## config.mk

```make
export PLATFORM = sky130hd
export DESIGN_NAME = rr_stream_arbiter
export DESIGN_NICKNAME = d
export VERILOG_FILES = /design/src/rtl/arbiter_pkg.sv /design/src/rtl/rr_grant_select.sv /design/src/rtl/rr_stream_arbiter.sv
export SDC_FILE = /design/constraint.sdc
export NUM_CORES = 1
export LEC_CHECK = 0
export BUFFER_PORTS_ARGS = -buffer_cell sky130_fd_sc_hd__buf_2
export CORE_MARGIN = 2
export CORE_UTILIZATION = 40
export CTS_CLUSTER_DIAMETER = 50
export DETAILED_ROUTE_END_ITERATION = 10
export GPL_TIMING_DRIVEN = 0
export PLACE_DENSITY = 0.79
export SYNTH_ARGS = -nofsm -noshare
export SYNTH_HDL_FRONTEND = slang
export SYNTH_SLANG_ARGS = --single-unit
```

## constraint.sdc

```tcl
create_clock -name clk -period 1.5 [get_ports clk]
set_input_delay 0.3 -clock clk [delete_from_list [all_inputs] [get_ports clk]]
set_output_delay 0.3 -clock clk [all_outputs]
set_load 0.02 [all_outputs]
```

## src/rtl/arbiter_pkg.sv

```systemverilog
// Shared definitions for the round-robin stream arbiter: FSM state
// encoding and the constant function used to size channel indices.
package arbiter_pkg;

  // Arbiter FSM states; the encoding is fixed so debug tools can decode it.
  typedef enum logic [1:0] {
    IDLE   = 2'd0,
    ACCEPT = 2'd1,
    SEND   = 2'd2
  } state_t;

  // Number of bits needed to index 'value' items (minimum 1 bit).
  function automatic int clog2(input int value);
    int bits;
    bits = 1;
    for (int i = 1; i < 32; i++) begin
      if ((32'd1 << i) < value) begin
        bits = i + 1;
      end else begin
        bits = bits;
      end
    end
    return bits;
  endfunction

endpackage

```

## src/rtl/rr_grant_select.sv

```systemverilog
// Combinational grant selection. Given the request vector and the channel
// served most recently, returns the channel to grant next and whether any
// channel is requesting. MODE 0 searches round-robin starting just after
// last_grant; MODE 1 always favours the lowest requesting index.
module rr_grant_select #(
  parameter int CHANNELS = 4,
  parameter int CW       = 2,
  parameter int MODE     = 0
) (
  input  logic [CHANNELS-1:0] req,
  input  logic [CW-1:0]       last_grant,
  output logic [CW-1:0]       grant,
  output logic                valid
);

  // Pick the winning channel. Loops run from the least favoured candidate
  // to the most favoured one so the final overwrite is the winner.
  always_comb begin
    int idx;
    grant = '0;
    idx   = 0;
    valid = |req;
    if (MODE == 1) begin
      for (int i = CHANNELS - 1; i >= 0; i--) begin
        grant = req[CW'(i)] ? CW'(i) : grant;
      end
    end else begin
      for (int k = CHANNELS; k >= 1; k--) begin
        idx   = (int'(last_grant) + k) % CHANNELS;
        grant = req[CW'(idx)] ? CW'(idx) : grant;
      end
    end
  end

endmodule

```

## src/rtl/rr_stream_arbiter.sv

```systemverilog
// Multi-channel stream arbiter. One word is in flight at a time: a channel
// is granted in IDLE, its word is taken in ACCEPT, and held on the output
// in SEND until downstream acknowledges it. Every output comes straight
// from a register, so no input reaches an output combinationally.
module rr_stream_arbiter
  import arbiter_pkg::*;
#(
  parameter int   WIDTH    = 16,
  parameter int   CHANNELS = 4,
  parameter int   MODE     = 0,
  localparam int  CW       = clog2(CHANNELS)
) (
  input  logic                      clk,
  input  logic                      rst,
  input  logic [CHANNELS*WIDTH-1:0] in_data,
  input  logic [CHANNELS-1:0]       in_stb,
  output logic [CHANNELS-1:0]       in_ack,
  output logic [WIDTH-1:0]          out_data,
  output logic [CW-1:0]             out_chan,
  output logic                      out_stb,
  input  logic                      out_ack
);

  localparam logic [CHANNELS-1:0] ACK_ONE = {{(CHANNELS-1){1'b0}}, 1'b1};
  localparam logic [CW-1:0]       LAST_RESET = CW'(CHANNELS - 1);

  state_t               state;
  state_t               state_next;
  logic [CW-1:0]        grant;
  logic [CW-1:0]        grant_next;
  logic [CW-1:0]        last_grant;
  logic [CW-1:0]        last_grant_next;
  logic [CHANNELS-1:0]  ack_next;
  logic [WIDTH-1:0]     out_data_next;
  logic [CW-1:0]        out_chan_next;
  logic                 out_stb_next;

  logic [CW-1:0]        sel_grant;
  logic                 sel_valid;
  logic [WIDTH-1:0]     words [CHANNELS];

  rr_grant_select #(
    .CHANNELS (CHANNELS),
    .CW       (CW),
    .MODE     (MODE)
  ) u_grant_select (
    .req        (in_stb),
    .last_grant (last_grant),
    .grant      (sel_grant),
    .valid      (sel_valid)
  );

  // Split the packed input bus into one word per channel.
  always_comb begin
    for (int i = 0; i < CHANNELS; i++) begin
      words[i] = in_data[i*WIDTH +: WIDTH];
    end
  end

  // Next-state and next-output logic; every register holds by default.
  always_comb begin
    state_next      = state;
    grant_next      = grant;
    last_grant_next = last_grant;
    ack_next        = in_ack;
    out_data_next   = out_data;
    out_chan_next   = out_chan;
    out_stb_next    = out_stb;
    case (state)
      IDLE: begin
        out_stb_next = 1'b0;
        if (sel_valid) begin
          grant_next = sel_grant;
          ack_next   = ACK_ONE << sel_grant;
          state_next = ACCEPT;
        end else begin
          ack_next = '0;
        end
      end
      ACCEPT: begin
        if (in_stb[grant] && in_ack[grant]) begin
          out_data_next = words[grant];
          out_chan_next = grant;
          ack_next      = '0;
          out_stb_next  = 1'b1;
          state_next    = SEND;
        end else begin
          // Grant stays frozen here no matter how the strobes move.
          ack_next = ACK_ONE << grant;
        end
      end
      SEND: begin
        ack_next = '0;
        if (out_stb && out_ack) begin
          out_stb_next    = 1'b0;
          last_grant_next = grant;
          state_next      = IDLE;
        end else begin
          out_stb_next = 1'b1;
        end
      end
      default: begin
        ack_next     = '0;
        out_stb_next = 1'b0;
        state_next   = IDLE;
      end
    endcase
  end

  // State and output registers; reset discards any word still in flight.
  always_ff @(posedge clk) begin
    if (rst) begin
      state      <= IDLE;
      grant      <= '0;
      last_grant <= LAST_RESET;
      in_ack     <= '0;
      out_data   <= '0;
      out_chan   <= '0;
      out_stb    <= 1'b0;
    end else begin
      state      <= state_next;
      grant      <= grant_next;
      last_grant <= last_grant_next;
      in_ack     <= ack_next;
      out_data   <= out_data_next;
      out_chan   <= out_chan_next;
      out_stb    <= out_stb_next;
    end
  end

endmodule

```

======== Word level (Yosys, flattened, before mapping) ========
Index checks and enable logic that the tools add are counted.
operators by class
  reduce and logical (&&, ||, !) cells .... 8
  bitwise operators ....................... 1
  shift-type cells ........................ 2
  divide/modulo/power cells ............... 0
  $add $sub $neg .......................... 4
  eq/ne operators ......................... 5
  muxes and demuxes ....................... 33
  order comparisons ....................... 6
  $mul .................................... 0
operator list
  cell                   number
  $bmux W16 S2           1
  $mux W16               2
  $lt A2 B4 Y1 const B   4
  $mux W2                7
  $bmux W1 S2            6
  $mux W1                12
  $mux W4                2
  $pmux W4 S2            1
  $shl A1 B2 Y4 const A  2
  $ne A2 B2 Y1 const B   3
  $pmux W2 S3            1
  $reduce_and A2 Y1      3
  $add A2 B1 Y2 const B  2
  $add A2 B2 Y2 const B  2
  $reduce_or A4 Y1       1
  $ge A3 B3 Y1 const B   1
  $lt A2 B3 Y1 const B   1
  $not A2 Y3             1
  $reduce_and A3 Y1      1
  $eq A2 B1 Y1 const B   1
  $eq A2 B2 Y1 const B   1
  $logic_and A1 B1 Y1    2
  $logic_not A2 Y1       1
  $pmux W1 S2            1
storage, ports and cells
  output and inout bits ................... 23
  memories kept ........................... 0
  bits in read-only memories .............. 0
  register bits ........................... 29
  word-level logic and storage cells ...... 66
  latch bits .............................. 0
  memory bits (writable) .................. 0
  input bits .............................. 71

======== Logic depth before layout (Yosys ltp) ========
Gate-level depths: netlist of run 1.
  depth after elaboration ................. 11
  mapped depth ............................ 7
  mapped depth without buffers ............ 6

======== Hierarchy ========
Synthesis of run 1 repeated with hierarchy kept, for this count alone.
unflattened totals
  cells, all modules ...................... 183
  area total of the unflattened synthesis .. 1741.7 um^2
modules (own cells, without submodules)
  module             instances  cells an instance  area each (um^2)  seq. area each (um^2)
  rr_stream_arbiter  1          169                1650.3            580.6
  rr_grant_select    1          14                 91.3              0.0

======== Worst setup path before layout of run 1 ========
No wires, ideal clock.
  path kind ............................... register to register
  start ................................... reg grant[0]
  end ..................................... reg out_chan[0]
  data required time ...................... 1.372 ns
  stages on the path, launching flop included .. 8
  clock period less this slack ............ 1.645 ns
  path buffers ............................ 3
  path slack .............................. -0.145 ns
  arrival time ............................ 1.517 ns
  library setup time ...................... 0.128 ns
  path through ............................ dfxtp_1 -> buf_6 -> and4b_1 -> o41ai_2 -> buf_4 -> buf_12 -> mux2i_1 -> nor2_1
on the way
  word-level cells in the longest chain between the ends .. 4
  elaborated cells on any way between the ends .. 6
  classes of those cells .................. mux (4); reduce/logical (2)
RTL lines
  item                           RTL line                  text
  start: declaration             rr_stream_arbiter.sv:29   logic [CW-1:0] grant;
  start signal: assignment       rr_stream_arbiter.sv:122  grant <= grant_next;
  $bmux W1 S2                    rr_stream_arbiter.sv:81   if (in_stb[grant] && in_ack[grant]) begin
  $mux W1 (not written as such)  rr_stream_arbiter.sv:81
  $logic_and A1 B1 Y1            rr_stream_arbiter.sv:81
  $reduce_and A2 Y1 (no line)    --
  end signal: assignment         rr_stream_arbiter.sv:126  out_chan <= out_chan_next;
  end: declaration               rr_stream_arbiter.sv:19   output logic [CW-1:0] out_chan,
Parallel ways exist; a longest one is shown, timed or not. The select of a mux whose other input is x is not followed.
A chain may end at the register's enable or synchronous reset.

======== Worst setup path after layout of run 1 ========
  start ................................... reg grant[0]
  end ..................................... reg out_data[1]
on the way
  word-level cells in the longest chain between the ends .. 4
  elaborated cells on any way between the ends .. 10
  classes of those cells .................. mux (7); bitwise (1); reduce/logical (2)
RTL lines
  item                                                           RTL line                                          text
  $bmux W1 S2 or $not A2 Y3 (tied branches)                      rr_stream_arbiter.sv:81, rr_stream_arbiter.sv:82
  $mux W1 (not written as such) or $bmux W16 S2 (tied branches)  rr_stream_arbiter.sv:81, rr_stream_arbiter.sv:82
  $logic_and A1 B1 Y1 or $mux W16 (tied branches)                rr_stream_arbiter.sv:81, rr_stream_arbiter.sv:82
  $reduce_and A2 Y1 (no line) or $mux W16 (tied branches)        --
  end signal: assignment                                         rr_stream_arbiter.sv:125                          out_data <= out_data_next;
  end: declaration                                               rr_stream_arbiter.sv:18                           output logic [WIDTH-1:0] out_data,
Parallel ways exist; a longest one is shown, timed or not. The select of a mux whose other input is x is not followed.

==> flow_summary.ini, run 1 <==
[critical_path]
rrSetupSlack_ns = -0.20
crit_fanout = 6
worst-r2r-cell-count = 6
reg2reg_to = out_data[1]
worstSetupPathType = reg2reg
start_kind = flop
cp.arrival_ns = 1.84
regToRegStartpoint = grant[0]
end_kind = flop
cp.required_ns = 1.64

[outcome]
status = finished, violations left
violations = negative setup slack

[hold_path]
min_from = out_ack
hold_class = in2reg
min_path_cells = 3
hold-path-endpoint = last_grant[1]

[sta]
drv_slew = 0
setup_slack_ns = -0.2014
period_share_pct = 113.4
min_period_ns = 1.701
whs_ns = 0.4049
hold_viol_final = 0
tightestPinTransition_ns = 0.6186
timing.slew.headroom_pct = 58.76
rsz0062_at_grt = yes
setup_viol = 20
fmax_mhz = 587.7
skew_ns = 0.003707

[floorplanning]
die_width_um = 68.57
core_sq_mm = 0.004000
die_h_um = 68.57
start_util_pct = 41.70
ioPinCount = 94
fp-row-count = 23
die_area_sq_mm = 0.004702

[synthesis]
synth_cells = 150
ys_warn_count = 0
synth_top_cell_by_area = dfxtp_1
ys_types = 38
synth_top_area_share_pct = 34.81
seq_area_frac_synth_pct = 34.81
avgSynthCellArea_sq_um = 11.12
synth-seq-cells = 29
syn_nets = 224
async_flop_share_pct = 0
synth_edf_count = 0
synthTopCellsByArea = dfxtp_1 35%, mux4_2 22%, mux2i_1 13%
synth_ff_type = dfxtp_1
syn-cell-area_sq_mm = 0.001668

[job]
cap_violations = 0

[place]
hpwl_mm = 3.281
numPortBuffers = 92
gp_congestion = 0.8325
dpl_cell_area_sq_mm = 0.002191
dpl.cell_count = 292

[drt]
via_per_inst = 5.264
ant_nets = 0
dr_total_vias = 1595
drt_first_pass_iters = 4
wl_mm = 4.220
drt_iter0_markers = 30
drc = 0
wire_per_inst_um = 13.93

[clock_network]
cts_inserted_buffers = 5
numClockSinks = 29
cts_tree = built
insertion_delay_ns = 0.27
clk_pin_slew_worst_paths_ns = 0.06
cts_hold_buf = 0
root_buffer = clkbuf_8
cts_max_path_buffers = 2
htreeDepth = 2

[grt]
grt_max_degree = 11
grt_remaining_overflow = 0
grt_pass1_vias = 1483
grt_pass1_wl_mm = 6.334
grt_use_total_pct = 18.34
antenna_found_initial = 0

[power_and_ir_drop]
p_per_area_mw_per_mm2 = 1227
p_leak_nw = 1.236
max-vdd-ir-drop_mv = 0.8943
power_w = 0.002932

[layout]
nNetsFinal = 326
stdcell_count = 303
utilization_pct = 59.74
syn_to_final_growth_pct = 43.29
stdcell_area_sq_mm = 0.002390
num_antenna_cells = 0
drive_gt1_share_pct = 52.57
[layout make-up]
cell class              instances  area [sq um]
flip-flops and latches         29         588.1
well taps                      50         62.56
plain buffers                   9         58.81
multi-input cells             106          1025
clock buffers                   7         86.33
inverters                       5         18.77
repair buffers                 96         520.5
fillers                       363          1610
clock inverters                 1         30.03
[kinds of logic after synthesis]
kind of cell               Yosys count  share of synthesized area [%]
and+or+nand+nor                     45                          13.80
muxes                               37                          34.21
DFF                                 29                          34.81
AOI/OAI and AO/OA                   21                          9.602
buffers and inverters               15                          5.326
adders and majority gates            3                          2.251
[where the power goes]
part / switching (W) / leakage [nW] / internal, W
Sequential: 0.0000664 / 0.237 / 0.000869
Combinational: 0.000564 / 0.941 / 0.000618
Clock: 0.000275 / 0.0585 / 0.000541
[worst max path at each step]
| stage | end | startpoint | slack, ns | depth (start not counted) |
|---|---|---|---|---|
| floorplan | out_chan[0] | grant[0] | -0.13 | 7 |
| CTS | out_data[0] | grant[0] | -0.18 | 7 |
| global placement | out_data[4] | in_stb[3] | -0.34 | 7 |
| global route | out_data[9] | grant[0] | -0.27 | 6 |
| detailed placement | out_data[0] | in_stb[3] | -0.36 | 7 |
| finish | out_data[1] | grant[0] | -0.20 | 6 |
[cell usage after synthesis (2+ instances only)]
cell	number
a21boi_0	2
a31oi_1	2
and4b_1	2
buf_4	2
clkbuf_1	5
dfxtp_1	29
ha_1	3
inv_1	5
mux2i_1	21
mux4_2	16
nand2_1	4
nand2b_1	5
nor2_1	22
nor3_1	3
o22ai_1	5
or3_1	2
[registers in the layout, indices dropped and copies added (netlist names)]
signal and count:
grant 2, out_chan 2, out_data 16, last_grant 2, out_stb 1, in_ack 4
state 2
[cells in the final DEF, fill, tap and decap left out, drive strengths merged, types with 2 or more instances in the layout]
| cell type | n |
|---|---|
| or3 | 2 |
| mux4 | 16 |
| o22ai | 5 |
| nand2b | 5 |
| a21boi | 2 |
| and4b | 2 |
| o21ai | 2 |
| o41ai | 2 |
| nand2 | 4 |
| clkbuf | 13 |
| inv | 5 |
| mux2i | 21 |
| ha | 3 |
| a31oi | 2 |
| nor3 | 3 |
| buf | 99 |
| dfxtp | 29 |
| nor2 | 22 |
[through the flow]
step / setup TNS [ns] / setup slack, ns
floorplan: -1.466 / -0.1273
global placement: -6.668 / -0.3392
detailed placement: -7.014 / -0.3606
CTS: -3.535 / -0.1841
global route: -4.756 / -0.2683
finish: -3.193 / -0.2014
[metal layers]
| metal | up-vias | wire length, um | global-route usage, % |
|---|---|---|---|
| met5 | - | 0 | 0 |
| met2 | 67 | 2165 | 33.89 |
| met4 | 0 | 34 | 6.750 |
| met1 | 752 | 1703 | 20.53 |
| li1 | 774 | - | - |
| met3 | 2 | 318 | 3.734 |
[timing repair]
item | 4_1_cts | 5_1_grt
buffers inserted | 3 | 0
pin swaps | 0 | 3
cloned | 0 | 1
resized for setup | 4 | 5
endpoints found under the setup margin | 25 | 27
[critical path, cell delays in order (launching register included)]
cell and delay, ns:
dfxtp_4 0.37, and4bb_2 0.27, o41ai_2 0.33, buf_4 0.21
clkbuf_16 0.15, mux2i_1 0.19, nor2_1 0.05
Note: power is estimated with default switching activity, not from simulation.
==> run 2: changes to the inputs <==
Settings changed: TNS_END_PERCENT from default to 30.
==> flow_summary.ini, run 2 (synthesis results as in run 1) <==
[drt]
wire_per_inst_um = 14.25
drt_first_pass_iters = 4
ant_nets = 0
via_per_inst = 5.282
drc = 0
wl_mm = 4.345
dr_total_vias = 1611
drt_iter0_markers = 19

[floorplanning]
die_h_um = 68.57
die_area_sq_mm = 0.004702
fp-row-count = 23
core_sq_mm = 0.004000
start_util_pct = 41.70
ioPinCount = 94
die_width_um = 68.57

[critical_path]
crit_fanout = 5
end_kind = flop
cp.required_ns = 1.66
reg2reg_to = out_data[3]
rrSetupSlack_ns = -0.19
worstSetupPathType = reg2reg
cp.arrival_ns = 1.84
worst-r2r-cell-count = 7
start_kind = flop
regToRegStartpoint = grant[0]

[hold_path]
hold_class = in2reg
hold-path-endpoint = last_grant[1]
min_from = out_ack
min_path_cells = 3

[sta]
skew_ns = 0.004047
timing.slew.headroom_pct = 60.15
hold_viol_final = 0
tightestPinTransition_ns = 0.5978
fmax_mhz = 592.9
drv_slew = 0
min_period_ns = 1.687
setup_viol = 21
rsz0062_at_grt = yes
period_share_pct = 112.4
setup_slack_ns = -0.1867

[clock_network]
cts_hold_buf = 0
cts_max_path_buffers = 2
htreeDepth = 2
root_buffer = clkbuf_8
insertion_delay_ns = 0.28
clk_pin_slew_worst_paths_ns = 0.06
cts_inserted_buffers = 5
numClockSinks = 29
cts_tree = built

[grt]
grt_remaining_overflow = 0
grt_pass1_wl_mm = 6.375
grt_max_degree = 11
grt_use_total_pct = 18.74
antenna_found_initial = 0
grt_pass1_vias = 1441

[layout]
top_regs = out_data (16), in_ack (4)
regArea_sq_um = 583.1
drive_gt1_share_pct = 52.55
num_antenna_cells = 0
final_common_cell = buf_2
multi_input_area_sq_mm = 0.001017
nNetsFinal = 328
syn_to_final_growth_pct = 43.29
largest_reg_flops = 16
mostFrequentLayoutCells = 92 x buf_2, 27 x dfxtp_1, 22 x nor2_1
regMostFlops = out_data
fill_cells = 349
utilization_pct = 59.74

[power_and_ir_drop]
max-vdd-ir-drop_mv = 0.6410
power_w = 0.002972
p_per_area_mw_per_mm2 = 1244
p_leak_nw = 1.242

[place]
hpwl_mm = 3.392
gp_congestion = 0.8602
numPortBuffers = 92

[job]
cap_violations = 0

[outcome]
status = finished, violations left
violations = negative setup slack
## run 2: changes by cell type in the layout (fill, tap and decap cells not counted), sizes merged
cell	delta
buf	+2
## run 2: what timing repair did
action                                  CTS  global route
gates cloned                              0             1
endpoints found under the hold margin     0             0
buffers inserted                          2             2
pin swaps                                 1             2
endpoints found under the setup margin   25            26
gates resized for setup                   4             4
## run 2: how the worst max path moves through the flow
stage                   to  slack (ns)       from
4_1_cts        out_data[0]       -0.19   grant[0]
6_report       out_data[3]       -0.19   grant[0]
3_3_place_gp   out_data[4]       -0.33  in_stb[3]
3_5_place_dp   out_data[0]       -0.37  in_stb[3]
5_1_grt        out_data[0]       -0.25   grant[0]
2_1_floorplan  out_chan[0]       -0.13   grant[0]
## run 2: metal layers
layer	vias up	track usage, %	wire, um
li1	778	-	-
met2	67	33.41	2176
met1	760	20.71	1722
met4	0	9.750	93
met5	-	0	0
met3	6	4.058	352
## run 2: through the flow
step / hold slack [ns] / instances / cell area [sq um] / TNS [ns] / worst slack, ns
after floorplan: 0.4836 / 150 / 1668 / -1.394 / -0.1296
after global placement: 0.4696 / 292 / 2191 / -6.268 / -0.3264
after detailed placement: 0.4793 / 292 / 2191 / -6.524 / -0.3668
after CTS: 0.3982 / 302 / 2333 / -3.450 / -0.1945
after global routing: 0.4190 / 305 / 2390 / -4.773 / -0.2495
final: 0.4014 / 305 / 2390 / -3.062 / -0.1867
## run 2: critical path, stage by stage (launching register included)
cell,delay [ns]
dfxtp_2,0.32
buf_6,0.10
and4bb_2,0.26
o41ai_2,0.27
buf_4,0.21
clkbuf_16,0.15
mux2i_1,0.20
nor2_1,0.05
## run 2: power breakdown
part | total, W | switching, W | leakage, nW | internal (W)
clock | 0.000842 | 0.000301 | 0.0585 | 0.000541
combinational | 0.00121 | 0.000573 | 0.947 | 0.000641
sequential | 0.000916 | 0.0000520 | 0.236 | 0.000864
## run 2: area by class of cell
| class | instances | share of cell area (%) |
|---|---|---|
| buffer | 10 | 3.037 |
| clock buffer | 7 | 3.613 |
| clock inverter | 1 | 1.257 |
| inverter | 5 | 0.7853 |
| multi-input combinational | 106 | 42.57 |
| sequential | 29 | 24.40 |
| tap | 50 | 2.618 |
| timing repair buffer | 97 | 21.73 |
